[src/rtl/carrier_update_ctrl_pkg.sv]
// Shared types for the carrier shadow-register update controller:
// carrier mode enums, host write selectors, commit modes and FSM states.
package carrier_update_ctrl_pkg;

    localparam int DATA_W = 16;
    localparam int MODE_W = 2;

    // Bit positions of the mode fields inside a MODES write word
    localparam int MODES_CNT_LSB  = 0;
    localparam int MODES_MASK_LSB = 2;

    typedef enum logic [1:0] {COUNT_UP, COUNT_DOWN, COUNT_UPDOWN, COUNT_RSVD} _count_mode;
    typedef enum logic [1:0] {MASK_NONE, MASK_ZERO, MASK_PERIOD, MASK_BOTH}   _mask_mode;
    typedef enum logic       {PWM_OFF, PWM_ON}                                _pwm_onoff;

    typedef enum logic [1:0] {WR_PERIOD, WR_INIT_CARR, WR_MODES, WR_RSVD} _wr_sel;
    typedef enum logic       {COMMIT_IMMEDIATE, COMMIT_AT_SYNC}            _commit_mode;
    typedef enum logic [1:0] {ST_OFF, ST_RUN, ST_WAIT}                     _ctrl_state;

endpackage

[src/rtl/carrier_shadow_bank.sv]
// One channel's shadow/active register pair. A load copies the shadow, including
// any write accepted on the same edge, into the active registers.
module carrier_shadow_bank
    import carrier_update_ctrl_pkg::*;
(
    input  logic              clk,
    input  logic              reset,
    input  logic              wr_en,
    input  _wr_sel            wr_sel,
    input  logic [DATA_W-1:0] wr_data,
    input  logic              load,
    output logic [DATA_W-1:0] period,
    output logic [DATA_W-1:0] init_carr,
    output _count_mode        count_mode,
    output _mask_mode         mask_mode
);

    logic [DATA_W-1:0] sh_period, sh_init, nx_period, nx_init;
    _count_mode        sh_cnt, nx_cnt;
    _mask_mode         sh_mask, nx_mask;

    always_comb begin
        nx_period = sh_period;
        nx_init   = sh_init;
        nx_cnt    = sh_cnt;
        nx_mask   = sh_mask;
        if (wr_en) begin
            case (wr_sel)
                WR_PERIOD:    nx_period = wr_data;
                WR_INIT_CARR: nx_init   = wr_data;
                WR_MODES: begin
                    nx_cnt  = _count_mode'(wr_data[MODES_CNT_LSB +: MODE_W]);
                    nx_mask = _mask_mode'(wr_data[MODES_MASK_LSB +: MODE_W]);
                end
                default: ;
            endcase
        end
    end

    always_ff @(posedge clk or posedge reset) begin
        if (reset) begin
            sh_period  <= '0;
            sh_init    <= '0;
            sh_cnt     <= COUNT_UP;
            sh_mask    <= MASK_NONE;
            period     <= '0;
            init_carr  <= '0;
            count_mode <= COUNT_UP;
            mask_mode  <= MASK_NONE;
        end else begin
            sh_period <= nx_period;
            sh_init   <= nx_init;
            sh_cnt    <= nx_cnt;
            sh_mask   <= nx_mask;
            if (load) begin
                period     <= nx_period;
                init_carr  <= nx_init;
                count_mode <= nx_cnt;
                mask_mode  <= nx_mask;
            end
        end
    end

endmodule

[src/rtl/carrier_update_ctrl.sv]
// Atomic shadow-to-active commit controller for N_CH carrier channels, with
// immediate or sync-aligned commits, sync-wait timeout and run/stop sequencing.
module carrier_update_ctrl
    import carrier_update_ctrl_pkg::*;
#(
    parameter int N_CH = 4,
    parameter int TO_W = 20
) (
    input  logic                     clk,
    input  logic                     reset,
    input  logic                     wr_valid,
    output logic                     wr_ready,
    input  logic [$clog2(N_CH)-1:0]  wr_ch,
    input  _wr_sel                   wr_sel,
    input  logic [DATA_W-1:0]        wr_data,
    input  logic                     commit_req,
    input  _commit_mode              commit_mode,
    input  logic                     sync_event,
    input  logic                     run,
    output logic [N_CH*DATA_W-1:0]   period,
    output logic [N_CH*DATA_W-1:0]   init_carr,
    output _count_mode [N_CH-1:0]    count_mode,
    output _mask_mode  [N_CH-1:0]    mask_mode,
    output _pwm_onoff  [N_CH-1:0]    pwm_onoff,
    output logic                     commit_busy,
    output logic                     commit_done,
    output logic                     commit_err
);

    localparam int CH_W = $clog2(N_CH);

    _ctrl_state      state, state_nx;
    _pwm_onoff       pwm, pwm_nx;
    logic [TO_W-1:0] cnt, cnt_nx;
    logic            load, done_nx, err_nx, wr_acc;

    assign wr_ready    = (state != ST_WAIT);
    assign commit_busy = (state == ST_WAIT);
    assign wr_acc      = wr_valid & wr_ready;

    always_ff @(posedge clk or posedge reset) begin
        if (reset) state <= ST_OFF;
        else       state <= state_nx;
    end

    // Stop always wins; a start load swallows a coincident commit without error.
    always_comb begin
        state_nx = state;
        pwm_nx   = pwm;
        cnt_nx   = cnt;
        load     = 1'b0;
        done_nx  = 1'b0;
        err_nx   = 1'b0;
        case (state)
            ST_OFF: begin
                if (run) begin
                    load     = 1'b1;
                    pwm_nx   = PWM_ON;
                    state_nx = ST_RUN;
                end else if (commit_req) begin
                    if (commit_mode == COMMIT_IMMEDIATE) begin
                        load    = 1'b1;
                        done_nx = 1'b1;
                    end else begin
                        err_nx = 1'b1;
                    end
                end
            end
            ST_RUN: begin
                if (!run) begin
                    pwm_nx   = PWM_OFF;
                    state_nx = ST_OFF;
                    err_nx   = commit_req;
                end else if (commit_req) begin
                    if (commit_mode == COMMIT_IMMEDIATE) begin
                        load    = 1'b1;
                        done_nx = 1'b1;
                    end else begin
                        cnt_nx   = '0;
                        state_nx = ST_WAIT;
                    end
                end
            end
            ST_WAIT: begin
                if (!run) begin
                    pwm_nx   = PWM_OFF;
                    state_nx = ST_OFF;
                    err_nx   = 1'b1;
                end else begin
                    err_nx = commit_req;
                    if (sync_event) begin
                        load     = 1'b1;
                        done_nx  = 1'b1;
                        state_nx = ST_RUN;
                    end else if (&cnt) begin
                        err_nx   = 1'b1;
                        state_nx = ST_RUN;
                    end else begin
                        cnt_nx = cnt + 1'b1;
                    end
                end
            end
            default: state_nx = ST_OFF;
        endcase
    end

    always_ff @(posedge clk or posedge reset) begin
        if (reset) begin
            pwm         <= PWM_OFF;
            cnt         <= '0;
            commit_done <= 1'b0;
            commit_err  <= 1'b0;
        end else begin
            pwm         <= pwm_nx;
            cnt         <= cnt_nx;
            commit_done <= done_nx;
            commit_err  <= err_nx;
        end
    end

    for (genvar i = 0; i < N_CH; i++) begin : g_ch
        carrier_shadow_bank u_bank (
            .clk        (clk),
            .reset      (reset),
            .wr_en      (wr_acc && (wr_ch == CH_W'(i))),
            .wr_sel     (wr_sel),
            .wr_data    (wr_data),
            .load       (load),
            .period     (period[i*DATA_W +: DATA_W]),
            .init_carr  (init_carr[i*DATA_W +: DATA_W]),
            .count_mode (count_mode[i]),
            .mask_mode  (mask_mode[i])
        );
        assign pwm_onoff[i] = pwm;
    end

endmodule
[config.mk]
export PLATFORM = sky130hd
export DESIGN_NAME = carrier_update_ctrl
export DESIGN_NICKNAME = d
export VERILOG_FILES = /design/src/rtl/carrier_update_ctrl_pkg.sv /design/src/rtl/carrier_shadow_bank.sv /design/src/rtl/carrier_update_ctrl.sv
export SDC_FILE = /design/constraint.sdc
export NUM_CORES = 1
export LEC_CHECK = 0
export BUFFER_PORTS_ARGS = -buffer_cell sky130_fd_sc_hd__buf_2
export CAP_MARGIN = 20
export CELL_PAD_IN_SITES_DETAIL_PLACEMENT = 2
export CELL_PAD_IN_SITES_GLOBAL_PLACEMENT = 2
export CORE_UTILIZATION = 44
export CTS_CLUSTER_DIAMETER = 50
export DETAILED_ROUTE_END_ITERATION = 12
export GPL_ROUTABILITY_DRIVEN = 0
export HOLD_SLACK_MARGIN = 0.12
export PLACE_DENSITY_LB_ADDON = 0.05
export SYNTH_ARGS = -nofsm -noshare
export SYNTH_HDL_FRONTEND = slang
export SYNTH_SLANG_ARGS = --single-unit
[constraint.sdc]
create_clock -name clk -period 26.6 [get_ports clk]
set_clock_uncertainty 0.15 [all_clocks]
set_input_delay 2.66 -clock clk [delete_from_list [all_inputs] [get_ports clk]]
set_output_delay 2.66 -clock clk [all_outputs]
set_load 0.02 [all_outputs]
==> run summary, run 1 <==
# rows - 62
Largest net degree at the start of global routing - 192
Yosys cell types - 69
H-Tree Depth - 2
RSZ-0062 raised after global routing - false
Hold WS - 0.333 ns
Max Freq - 179 MHz
Initial antenna violation count - 0
Mapped cell area - 12900 um^2
Synth-to-Final Area Change - 19.1%
First-pass GRT wire length - 53200 um
DRC violations left - 0
Syn nets - 856
# resized after CTS - 0
Number of synthesized flops with an enable pin - 0
Routed wire length - 33600 um
Starting density of the core - 0.448
Vias - 7556
Num ports - 179
Async S/R FF share, synth - 1.00
Max Cap Viol - 0
Fin crit share - 0.210
Routed WL per cell - 23.8 um
Crit-path cells - inv_1, ha_1, clkinv_1, buf_2
Post-CTS Hold Buffers - 0
Final design utilization - 0.533
Delay-heaviest family, CP - buffers and inverters
Final setup fails - 0
Core footprint - 28700 um^2
Worst slew margin - 0.285
Top post-synthesis cells by area - dfrtp_1, mux2_2, mux2_4, buf_4, nand2_1
Sequential fraction of the synthesis area - 0.609
Clock Pin Slew Worst Setup and Hold Paths - 0.06 ns
Worst VDD drop - 0.0673 mV
# diodes - 0
Filler cell count - 2626
Post-CTS Setup Inserts - 0
Die W - 173 um
Final HPWL DP - 21300 um
Clock Latency Late Sink - 0.51 ns
Worst stage delay on the critical path - 0.81 ns
Slew Viols, Final - 0
Via/cell ratio - 5.36
HP Class - register to register
CTS buffer count - 39
Ys Warns - 0
Kind of critical path - register to output port
Initial drt markers - 317
Number of global-route vias before repair - 8712
Syn_area_per_cell - 15.6 um^2
Total GRT Usage - 0.230
Synth Instances - 824
CTS tree - done
Dpl cells - 1344
Prevailing post-synth register cell - dfrtp_1
CP bufs+invs - 3
Post-synth top area share - 0.609
Worst setup EP type - output port
Die height - 173 um
CTS Sinks - 313
Port bufs - 178
Gr ovfl total - 0
CP Max Fanout - 23
Post-DRT Antenna Nets - 0
Status - finished clean
#FFs+latches synth - 313
Layout cells sized above 1 - 0.540
Detailed Routing Iterations Pass 1 - 4
Pwr dens - 132 nW/um^2
Req. time, crit path - 23.79 ns
Total negative slack - 0 ns
Worst-margin pin slew - 1.07 ns
Synth area leader - dfrtp_1
Hold Fails Final Rpt - 0
Tmin final - 5.60 ns
Worst setup SP type - register
CP max-delay cell - ha_1
Placed cell area - 14000 um^2
Die ar. - 29900 um^2
Clk Tree Root Cell - clkbuf_16
P_leak - 0.00732 uW
Max clock buf depth - 3
Final cell count without fillers - 1411
Critical Path AT - 2.79 ns
Final instance area - 15300 um^2
Final nets - 1034
stage by stage:
step                      power [uW]  setup slack [ns]
after CTS                       2050             20.96
after floorplan                 1260             15.13
after detailed placement        1490             20.58
final                           2020             21.00
after global placement          1440             20.74
after global routing            2130             20.80
synthesized netlist by cell type, drive strengths merged (2+ instances only):
| cell | instances |
|---|---|
| nor4 | 2 |
| buf | 37 |
| a21o | 5 |
| a21oi | 18 |
| a211oi | 2 |
| a31oi | 6 |
| nor4b | 2 |
| nor3 | 7 |
| o21ai | 11 |
| nor3b | 2 |
| nand4 | 5 |
| a41oi | 4 |
| a32oi | 2 |
| inv | 9 |
| dfrtp | 313 |
| nand2 | 29 |
| mux2i | 2 |
| nor2 | 8 |
| and3 | 6 |
| and4 | 4 |
| clkbuf | 9 |
| and2 | 4 |
| o311ai | 3 |
| nand3 | 10 |
| ha | 5 |
| o211ai | 2 |
| a211o | 2 |
| nand2b | 3 |
| mux2 | 288 |
| o31ai | 5 |
cell families after synthesis:
kind of cell,after synthesis,share of synthesized area
mux,290,0.274
fa+ha+maj,5,0.00487
compound gates,72,0.0404
buf+inv,56,0.0278
simple gates,88,0.0435
flops,313,0.609
cell usage in the layout (no fill, tap or decap), drive strengths merged, types with 2 or more instances in the layout:
cell type	netlist	final
o21ai	11	11
nor3	7	7
a41oi	4	4
o211ai	2	2
bufinv	0	3
ha	5	5
mux2	288	288
a31oi	6	6
and4	4	4
mux2i	2	2
nor3b	2	2
clkinvlp	0	5
dfrtp	313	313
nand2b	3	3
o31ai	5	5
clkinv	1	9
a21o	5	5
nand4	5	5
buf	37	183
nor4	2	2
a32oi	2	2
a211o	2	2
a211oi	2	2
clkbuf	9	47
and2	4	4
nor2	8	8
nand3	10	10
inv	9	12
nand2	29	29
and3	6	6
nor4b	2	2
a21oi	18	18
o311ai	3	3
where the power goes:
group,switching [uW],total [uW],internal (uW),leakage (uW)
Combinational,390,723,333,0.00281
Sequential,98.6,769,670,0.00388
Clock,207,533,326,0.000637
per-layer routing:
layer | up-vias | track usage | part of all wire
li1 | 3320 | - | -
met1 | 4010 | 0.284 | 0.41
met2 | 180 | 0.416 | 0.53
met3 | 46 | 0.0424 | 0.046
met4 | 0 | 0.0538 | 0.018
met5 | - | 0 | 0
registers in the layout, summed over array words and instances, names as in the netlist:
| register | flops |
|---|---|
| g_ch.u_bank.count_mode | 8 |
| commit_done | 1 |
| g_ch.u_bank.sh_cnt | 8 |
| cnt | 20 |
| g_ch.u_bank.init_carr | 64 |
| g_ch.u_bank.mask_mode | 8 |
| g_ch.u_bank.period | 64 |
| state | 2 |
| g_ch.u_bank.sh_period | 64 |
| g_ch.u_bank.sh_mask | 8 |
| pwm | 1 |
| g_ch.u_bank.sh_init | 64 |
| commit_err | 1 |
final timing paths:
path | start | slack [ns] | cells past startpoint | end
max | state[0]$_DFFE_PP0P_ | 21.00 | 4 | wr_ready
min | g_ch[3].u_bank.sh_period[11]$_DFF_PP0_ | 0.33 | 1 | g_ch[3].u_bank.sh_period[11]$_DFF_PP0_
max reg2reg | state[0]$_DFFE_PP0P_ | 22.30 | 9 | g_ch[0].u_bank.period[9]$_DFFE_PP0P_
min reg2reg | g_ch[3].u_bank.sh_period[11]$_DFF_PP0_ | 0.33 | 1 | g_ch[3].u_bank.sh_period[11]$_DFF_PP0_
max in group asynchronous | reset | 22.63 | 3 | g_ch[3].u_bank.sh_init[6]$_DFF_PP0_
min in group asynchronous | reset | 2.16 | 2 | g_ch[0].u_bank.count_mode[0]$_DFFE_PP0P_
final cells by class:
| type | count | area, um^2 | area share |
|---|---|---|---|
| sequential | 313 | 7830 | 0.512 |
| multi-input combinational | 455 | 4670 | 0.305 |
| clock buffer | 47 | 1100 | 0.0718 |
| timing repair buffer | 183 | 961 | 0.0628 |
| tap | 384 | 480 | 0.0314 |
| clock inverter | 19 | 220 | 0.0144 |
| inverter | 10 | 45.0 | 0.00294 |
Note: power is estimated with default switching activity, not from simulation.
==> run 2: changes to the inputs <==
CORE_UTILIZATION = 37   (was 44)
clock period = 5.1 ns   (was 26.6 ns; I/O delays follow)
==> run 2 against run 1 <==
Core utilization shrank 7.4 points. Global-route usage shrank 4.1 points. Largest power group unchanged. Register-to-register slack lost 20 ns. Combinational power grew to 5.1 times the previous value. Highest routed layer unchanged. Non-clock buffer count grew 4.
==> run summary, run 2 (synthesized netlist as in run 1, its figures left out) <==
Total negative slack - 0 ns (unchanged)
Die ar. - 35500 um^2 (+19%)
Routed wire length - 32300 um (-3.7%)
Max Freq - 295 MHz
R2R depth - 7 (-2)
Number of global-route vias before repair - 8395 (-3.6%)
# resized after CTS - 0 (unchanged)
Synth-to-Final Area Change - 21.0%
CTS Sinks - 313 (unchanged)
Hold WS - 0.174 ns (-0.159 ns)
Clock Latency Late Sink - 0.53 ns (+0.02 ns)
CTS tree - done
Fin crit share - 0.665
RSZ-0062 raised after global routing - false
Terminus of the critical flop-to-flop path - g_ch[3].u_bank.period[1]$_DFFE_PP0P_
Post-CTS Setup Inserts - 0 (unchanged)
Core footprint - 33900 um^2 (+18%)
Pwr dens - 685 nW/um^2 (+420%)
Starting density of the core - 0.380 (-0.0683)
Kind of critical path - register to output port
Final HPWL DP - 21100 um (-1.2%)
Port bufs - 178 (unchanged)
End of the critical path - wr_ready
Total GRT Usage - 0.189 (-0.0412)
CTS buffer count - 41 (+5.1%)
Worst Setup SP - state[0]$_DFFE_PP0P_
# rows - 67 (+8.1%)
H-Tree Depth - 2 (unchanged)
Layout cells sized above 1 - 0.541 (+0.000937)
Worst setup EP type - output port
Detailed Routing Iterations Pass 1 - 4 (unchanged)
Worst setup SP type - register
Worst VDD drop - 0.330 mV (+390%)
Critical Path AT - 2.73 ns (-0.06 ns)
Hold Fails Final Rpt - 0 (unchanged)
Routed WL per cell - 21.7 um (-8.8%)
Num ports - 179 (unchanged)
Req. time, crit path - 4.44 ns (-19.35 ns)
Initial drt markers - 276 (-13%)
Most frequent cells in the layout - dfrtp_1, mux2_2, buf_2
Vias - 7536 (-0.26%)
Status - finished clean
Via/cell ratio - 5.06 (-5.6%)
Clk Tree Root Cell - clkbuf_16
DRC violations left - 0 (unchanged)
Clock Pin Slew Worst Setup and Hold Paths - 0.06 ns (about the same)
Commonest non-fill, non-tap cell in the layout - dfrtp_1
Post-CTS Hold Buffers - 1 (+1)
Gr ovfl total - 0 (unchanged)
Die height - 188 um (+8.9%)
First-pass GRT wire length - 51600 um (-3.1%)
Flop-to-flop setup slack - 1.81 ns (-20.49 ns)
RR Startpoint - state[0]$_DFFE_PP0P_
Max Cap Viol - 0 (unchanged)
Tmin final - 3.39 ns
Die W - 188 um (+8.9%)
HP Class - input port to register
Slew Viols, Final - 0 (unchanged)
Max clock buf depth - 3 (unchanged)
Post-DRT Antenna Nets - 0 (unchanged)
Largest net degree at the start of global routing - 120 (-38%)
Initial antenna violation count - 1 (+1)
Worst-margin pin slew - 0.972 ns (-0.101 ns)
Worst slew margin - 0.352 (+0.0671)
Final setup fails - 0 (unchanged)
P_leak - 0.00741 uW (+1.2%)
Filler cell count - 3284 (+25%)
CP Max Fanout - 23 (unchanged)
Final nets - 1040 (+0.58%)
[run 2: cell types whose count changed in the layout (fill, tap and decap cells not counted), sizes merged]
cell / before / now
buf: 183 / 186
bufinv: 3 / 5
clkbuf: 47 / 54
clkinvlp: 5 / 3
diode: 0 / 2
dlygate4sd3: 0 / 1
inv: 12 / 14
[run 2: how the worst min path moves through the flow]
stage | start | end | cells past startpoint
after detailed placement | g_ch[3].u_bank.sh_period[11]$_DFF_PP0_ | g_ch[3].u_bank.sh_period[11]$_DFF_PP0_ | 1
final | commit_mode | commit_done$_DFF_PP0_ | 3
after CTS | commit_mode | commit_done$_DFF_PP0_ | 3
after global placement | g_ch[3].u_bank.sh_period[6]$_DFF_PP0_ | g_ch[3].u_bank.sh_period[6]$_DFF_PP0_ | 1
after floorplan | cnt[15]$_DFFE_PP0P_ | cnt[15]$_DFFE_PP0P_ | 1
after global routing | commit_mode | commit_done$_DFF_PP0_ | 3
[run 2: critical path, cell delays in order (launching register included)]
cell and delay, ns:
dfrtp_1 0.41, inv_1 0.10, ha_1 0.80, clkinv_1 0.59, buf_2 0.31
[run 2: routing by layer]
| layer | up-vias | GRT usage | share of wire |
|---|---|---|---|
| met5 | - | 0 | 0 |
| li1 | 3353 | - | - |
| met4 | 0 | 0.0453 | 0.015 |
| met2 | 145 | 0.308 | 0.48 |
| met1 | 4005 | 0.258 | 0.46 |
| met3 | 33 | 0.0386 | 0.040 |
[run 2: power breakdown]
group / internal (uW) / switching (uW) / leakage, uW
Combinational: 1730 / 1970 / 0.00282
Sequential: 3490 / 456 / 0.00388
Clock: 1900 / 1110 / 0.000709
[run 2: final cells by class]
| type | instances | area, um^2 | share of cell area |
|---|---|---|---|
| inverter | 10 | 41.3 | 0.00265 |
| tap | 448 | 561 | 0.0360 |
| timing repair buffer | 187 | 998 | 0.0642 |
| clock inverter | 21 | 273 | 0.0175 |
| sequential | 313 | 7830 | 0.503 |
| antenna | 2 | 5.00 | 0.000322 |
| clock buffer | 54 | 1180 | 0.0757 |
| multi-input combinational | 455 | 4670 | 0.300 |
[run 2: per-stage QoR]
stage          area [um^2]  std cells  setup WS (ns)  total power [uW]  utilization
2_1_floorplan        12900        824          0.271              6580            -
3_3_place_gp         14100       1412           1.80              7630        0.416
3_5_place_dp         14100       1412           1.72              7750        0.416
4_1_cts              15600       1488           1.64             10900        0.459
5_1_grt              15600       1488           1.47             11300        0.459
6_report             15600       1490           1.71             10700        0.459
